[config.mk]
export PLATFORM = sky130hd
export DESIGN_NAME = fetch_unit
export DESIGN_NICKNAME = d
export VERILOG_FILES = /design/src/rtl/fetch_unit.sv
export SDC_FILE = /design/constraint.sdc
export NUM_CORES = 1
export LEC_CHECK = 0
export CAP_MARGIN = 30
export CORE_UTILIZATION = 30
export DETAILED_ROUTE_END_ITERATION = 7
export SLEW_MARGIN = 20
export SYNTH_ARGS = -nofsm -noshare
export SYNTH_HDL_FRONTEND = slang
export SYNTH_SLANG_ARGS = --single-unit
export TNS_END_PERCENT = 1
[constraint.sdc]
create_clock -name clk -period 1.8 [get_ports clk]
set_input_delay 0.54 -clock clk [delete_from_list [all_inputs] [get_ports clk]]
set_output_delay 0.54 -clock clk [all_outputs]
set_load 0.02 [all_outputs]
[src/rtl/fetch_unit.sv]
// Program counter, instruction register, halt latch and saturating fetch counter
// for the 8-bit SAP-style CPU; drives the shared bus through an explicit enable.
module fetch_unit #(
    parameter int unsigned                PC_WIDTH   = 4,
    parameter int unsigned                DATA_WIDTH = 8,
    parameter logic [3:0]                 OPCODE_HLT = 4'h0,
    parameter logic [DATA_WIDTH-1:0]      IR_RESET   = 'h10
) (
    input  logic                  clk,
    input  logic                  rst,
    input  logic                  pc_inc,
    input  logic                  pc_en,
    input  logic                  pc_load,
    input  logic                  ir_load_n,
    input  logic                  ir_en_n,
    input  logic [DATA_WIDTH-1:0] bus_in,
    output logic [DATA_WIDTH-1:0] bus_out,
    output logic                  bus_oe,
    output logic                  bus_conflict,
    output logic [3:0]            opcode,
    output logic [3:0]            operand,
    output logic [PC_WIDTH-1:0]   pc_value,
    output logic                  halted,
    output logic [7:0]            fetch_count
);

    logic [PC_WIDTH-1:0]   pc_q, pc_d;
    logic [DATA_WIDTH-1:0] ir_q, ir_d;
    logic                  halted_q, halted_d;
    logic [7:0]            cnt_q, cnt_d;

    // The edge that sets the halt latch still applies its own PC update.
    always_comb begin
        pc_d     = pc_q;
        ir_d     = ir_q;
        halted_d = halted_q;
        cnt_d    = cnt_q;
        if (!halted_q) begin
            if (pc_load) begin
                pc_d = bus_in[PC_WIDTH-1:0];
            end else if (pc_inc) begin
                pc_d = pc_q + PC_WIDTH'(1);
            end
            if (!ir_load_n) begin
                ir_d = bus_in;
                if (cnt_q != '1) begin
                    cnt_d = cnt_q + 8'd1;
                end
                if (bus_in[DATA_WIDTH-1 -: 4] == OPCODE_HLT) begin
                    halted_d = 1'b1;
                end
            end
        end
    end

    always_ff @(posedge clk) begin
        if (rst) begin
            pc_q     <= '0;
            ir_q     <= IR_RESET;
            halted_q <= 1'b0;
            cnt_q    <= '0;
        end else begin
            pc_q     <= pc_d;
            ir_q     <= ir_d;
            halted_q <= halted_d;
            cnt_q    <= cnt_d;
        end
    end

    always_comb begin
        bus_out      = '0;
        bus_oe       = 1'b0;
        bus_conflict = 1'b0;
        if (pc_en && !ir_en_n) begin
            bus_oe       = 1'b1;
            bus_conflict = 1'b1;
        end else if (pc_en) begin
            bus_oe  = 1'b1;
            bus_out = DATA_WIDTH'(pc_q);
        end else if (!ir_en_n) begin
            bus_oe  = 1'b1;
            bus_out = DATA_WIDTH'(ir_q[3:0]);
        end
    end

    assign opcode      = ir_q[DATA_WIDTH-1 -: 4];
    assign operand     = ir_q[3:0];
    assign pc_value    = pc_q;
    assign halted      = halted_q;
    assign fetch_count = cnt_q;

endmodule

**Word level (Yosys, flattened, before mapping)**

Index checks and enable logic that the tools add are counted.

- Memories: 0
- Latch bits: 0
- Bits in read-only memories: 0
- Input bits: 15
- RAM bits: 0
- Flip-flop bits (word level): 21

- Equal/unequal tests: 1
- Divide/modulo/power cells: 0
- $add $sub $neg: 2
- Multipliers: 0
- Reductions and logical operators: 7
- Bitwise logic cells: 2
- Order comparisons: 0
- Shifts and indexed selects: 0
- Mux-type cells: 12

Operators by type and width:

| kind | number |
|---|---|
| $mux W4 | 5 |
| $add A8 B1 Y8 const B | 1 |
| $ne A8 B8 Y1 const B | 1 |
| $mux W1 | 7 |
| $add A4 B1 Y4 const B | 1 |
| $logic_not A4 Y1 | 1 |
| $reduce_and A2 Y1 | 2 |
| $reduce_and A3 Y1 | 1 |
| $not A1 Y1 | 2 |
| $reduce_bool A2 Y1 | 1 |
| $logic_and A1 B1 Y1 | 1 |
| $logic_not A1 Y1 | 1 |

**Longest topological paths before layout**

- Word-level depth: 4
- Mapped depth: 5

**Least setup slack after synthesis**

OpenSTA, ideal clock, no wires.

- Path kind: input port to flip-flop
- From: input ir_load_n
- To: register cnt_q[5] (netlist: fetch_count[5])
- Required time: 1.730 ns
- Cell stages on the path: 4
- Path slack: 0.101 ns
- Arrival time: 1.629 ns
- Cell sequence: or2_1 -> or2_1 -> or4_1 -> a21oi_1

- Longest elaborated chain between the ends: 2

RTL lines:

| element | line | RTL |
|---|---|---|
| start, declared | 14 | `input logic ir_load_n,` |
| $not A1 Y1 (no source line) | -- |  |
| $reduce_and A3 Y1 (no source line) | -- |  |
| end signal, assigned | 66 | `cnt_q <= cnt_d;` |
| end, declared | 30 | `logic [7:0] cnt_q, cnt_d;` |

Every way passes these cells.
A chain may end at the register's enable or synchronous reset.

**Worst setup path in the final report**

- From: input ir_en_n
- To: output bus_out[1]

- Longest elaborated chain between the ends: 3

RTL lines:

| element | line | RTL |
|---|---|---|
| start, declared | 15 | `input logic ir_en_n,` |
| $mux W4 or $logic_not A1 Y1 (tied branches) | -- |  |
| $mux W4 or $logic_and A1 B1 Y1 (tied branches) | 77, 74 |  |
| $mux W4 * | 74 | `if (pc_en && !ir_en_n) begin` |
| end, declared | 17 | `output logic [DATA_WIDTH-1:0] bus_out,` |

Mark *: on every way between the ends. The rest lies on a longest branch, timed or not.

==> qor.txt <==
Area share of the largest cell type after synthesis - 0.418
GR Util All Layers - 0.162
CTS root buf - clkbuf_4
#FFs+latches synth - 21
Core area - 3100 sq um
Top cells by area, synth - dfxtp_1 42%, nand2_1 8.6%, a21oi_1 7.5%, nor2_1 4.5%, mux2i_1 4.0%
NetSw - 0.283 mW
Crit path max fanout - 4
DP Worst Slack - -0.736 ns
Crit path time final - 1.73 ns
Clock share of power - 0.235
RSZ-0062 raised after global routing - no
Mapped cell area - 1000 sq um
DIE HEIGHT - 59.9 um
GRT Residual Overflow - 0
# DRC - 0
PwrDens - 627 nW/um^2
CTS Buf Count - 3
Run status - finished, final reports clean
Power share of the combinational group - 0.239
DR vias/cell - 4.92
Required @ worst endpoint - 1.26 ns
Fin worst setup slack - 0.0689 ns
Post-DP HPWL - 2070 um
Final #Nets - 198
Post-synthesis sequential area ratio - 0.418
Max rail drop VDD - 0.270 mV
Total Wirelength - 2670 um
Die Wd - 59.9 um
First-pass GRT wire length - 4370 um
Period utilization - 0.962
Vias - 1101
ANT cells - 0
Worst setup SP type - input pin
Post-CTS Setup Inserts - 0
CTS Sinks - 21
Setup crit end kind - output port
CP Class - input pin to output port
Avg Synthesized Cell Area - 8.04 sq um
Post-CTS Hold Buffers - 0
Yosys warning total - 0
Skew-Pair Late Insertion Delay - 0.30 ns
Clock transition at the registers of the reported paths - 0.11 ns
Final hold viol count - 0
Pint - 0.683 mW
Post-synth EDFFs - 0
Antenna viol nets, final - 0
Worst Path Arrival - 1.19 ns
Clock skew - 0.0126 ns
Number of max-cap violations - 0
Die area - 3580 sq um
I/O pin count - 46
Endpoints failing setup - 0
Vias in the first global route - 1048
Max frequency - 0.578 GHz
Synth unique cells - 32
Synthesis-to-layout area growth - 53.3%
Sw frac - 0.293
Layout cells sized above 1 - 0.189
Final Slew Violations - 0
Synth area leader - dfxtp_1
H-tree levels - 1
DR pass1 iterations - 4
Top FF cell, synth - dfxtp_1
Largest net degree at the start of global routing - 12
Sequential power share - 0.526
Initial Util - 0.324
Leak pwr - 0.723 nW
Antenna violations before repair - 0
CTS tree - yes
Final Cell Area - 1540 sq um
Synth Instances - 125
Hold crit path type - register to register
Initial DRC count - 24
Placed instance area - 1550 sq um
Detailed-route wire length per cell - 11.9 um
Layout filler cell count - 342
Cell Rows - 20
I/O Buffers - 41
Clock Tree Buf Depth - 2
Post-synth ARST share - 0
Final GP Congestion - 0.783
## layout by cell type (no fill, tap or decap), types with 2 or more instances in the layout
cell / instances
conb_1: 4
a31oi_1: 2
buf_2: 4
mux2i_1: 4
dfxtp_1: 21
dlygate4sd2_1: 20
nand2_1: 23
a22o_1: 4
clkdlybuf4s50_1: 11
or4_4: 2
o21ai_0: 3
nor2_1: 11
clkbuf_2: 3
nor3_1: 3
buf_4: 17
nand3_1: 4
ha_1: 2
o31ai_1: 2
a21oi_1: 14
clkbuf_4: 3
dlymetal6s2s_1: 2
a211oi_1: 2
## cells in the mapped netlist (2+ instances only)
library cell,n
a31oi_1,2
or4_1,2
clkbuf_1,5
o21ai_0,3
nor2_1,12
or2_1,2
nand3_1,4
a211oi_1,2
ha_1,2
buf_4,4
nor3_1,3
o31ai_1,2
mux2i_1,4
a22o_1,4
nand2_1,23
a21oi_1,15
dfxtp_1,21
## registers in the layout (all words and copies together) (netlist names)
name	count
fetch_count	8
ir_q	8
pc_value	4
halted	1
## power groups by stage
| stage | sequential, mW | clock (mW) | combinational [mW] |
|---|---|---|---|
| final | 0.508 | 0.227 | 0.230 |
| after CTS | 0.508 | 0.238 | 0.232 |
| after floorplan | 0.547 | 0 | 0.0932 |
| after global placement | 0.519 | 0 | 0.247 |
| after detailed placement | 0.520 | 0 | 0.251 |
| after global routing | 0.512 | 0.268 | 0.251 |
## stage by stage
stage | setup TNS [ns] | utilization | cells | hold slack [ns] | power (mW)
CTS | -0.530 | 0.496 | 224 | 0.467 | 0.978
floorplan | 0 | - | 128 | 0.535 | 0.640
detailed placement | -5.49 | 0.500 | 220 | 0.454 | 0.771
finish | 0 | 0.496 | 224 | 0.462 | 0.966
global placement | -5.11 | 0.500 | 220 | 0.446 | 0.766
global route | 0 | 0.496 | 224 | 0.493 | 1.03
## repair_timing
item / CTS / global route
resized for setup: 48 / 10
endpoints found under the setup margin: 28 / 9
pin swaps: 0 / 1
## path summary, 6_finish.rpt
kind | depth (start not counted) | slack, ns | start | end
min reg2reg | 2 | 0.46 | ir_q[5] | ir_q[5]
max reg2reg | 4 | 0.24 | halted | fetch_count[5]
min | 2 | 0.46 | ir_q[5] | ir_q[5]
max | 4 | 0.07 | ir_en_n | bus_out[1]
## metal layers
layer | vias up | share of wire | GRT usage
li1 | 548 | - | -
met1 | 513 | 0.45 | 0.201
met2 | 38 | 0.49 | 0.270
met3 | 2 | 0.057 | 0.0281
met4 | 0 | 0.0041 | 0.0797
met5 | - | 0 | 0
## cell type report
type | count | area, sq um | share of cell area
tap | 44 | 55.1 | 0.0357
timing repair buffer | 57 | 473 | 0.307
multi-input combinational | 97 | 562 | 0.365
inverter | 1 | 3.75 | 0.00244
sequential | 21 | 420 | 0.273
clock buffer | 4 | 26.3 | 0.0171
## critical path, stage by stage
cell and delay, ns:
clkbuf_2 0.10, and2_4 0.17, a22o_1 0.23, buf_4 0.15
## kinds of logic after synthesis
family,synth area share
AOI/OAI and AO/OA,0.213
xor gates and xnor gates,0.00872
muxes,0.0399
DFF,0.418
adders and majority gates,0.0249
other,0.00373
and+or+nand+nor,0.239
buffers and inverters,0.0523
Power figures use the tool's default switching activity.
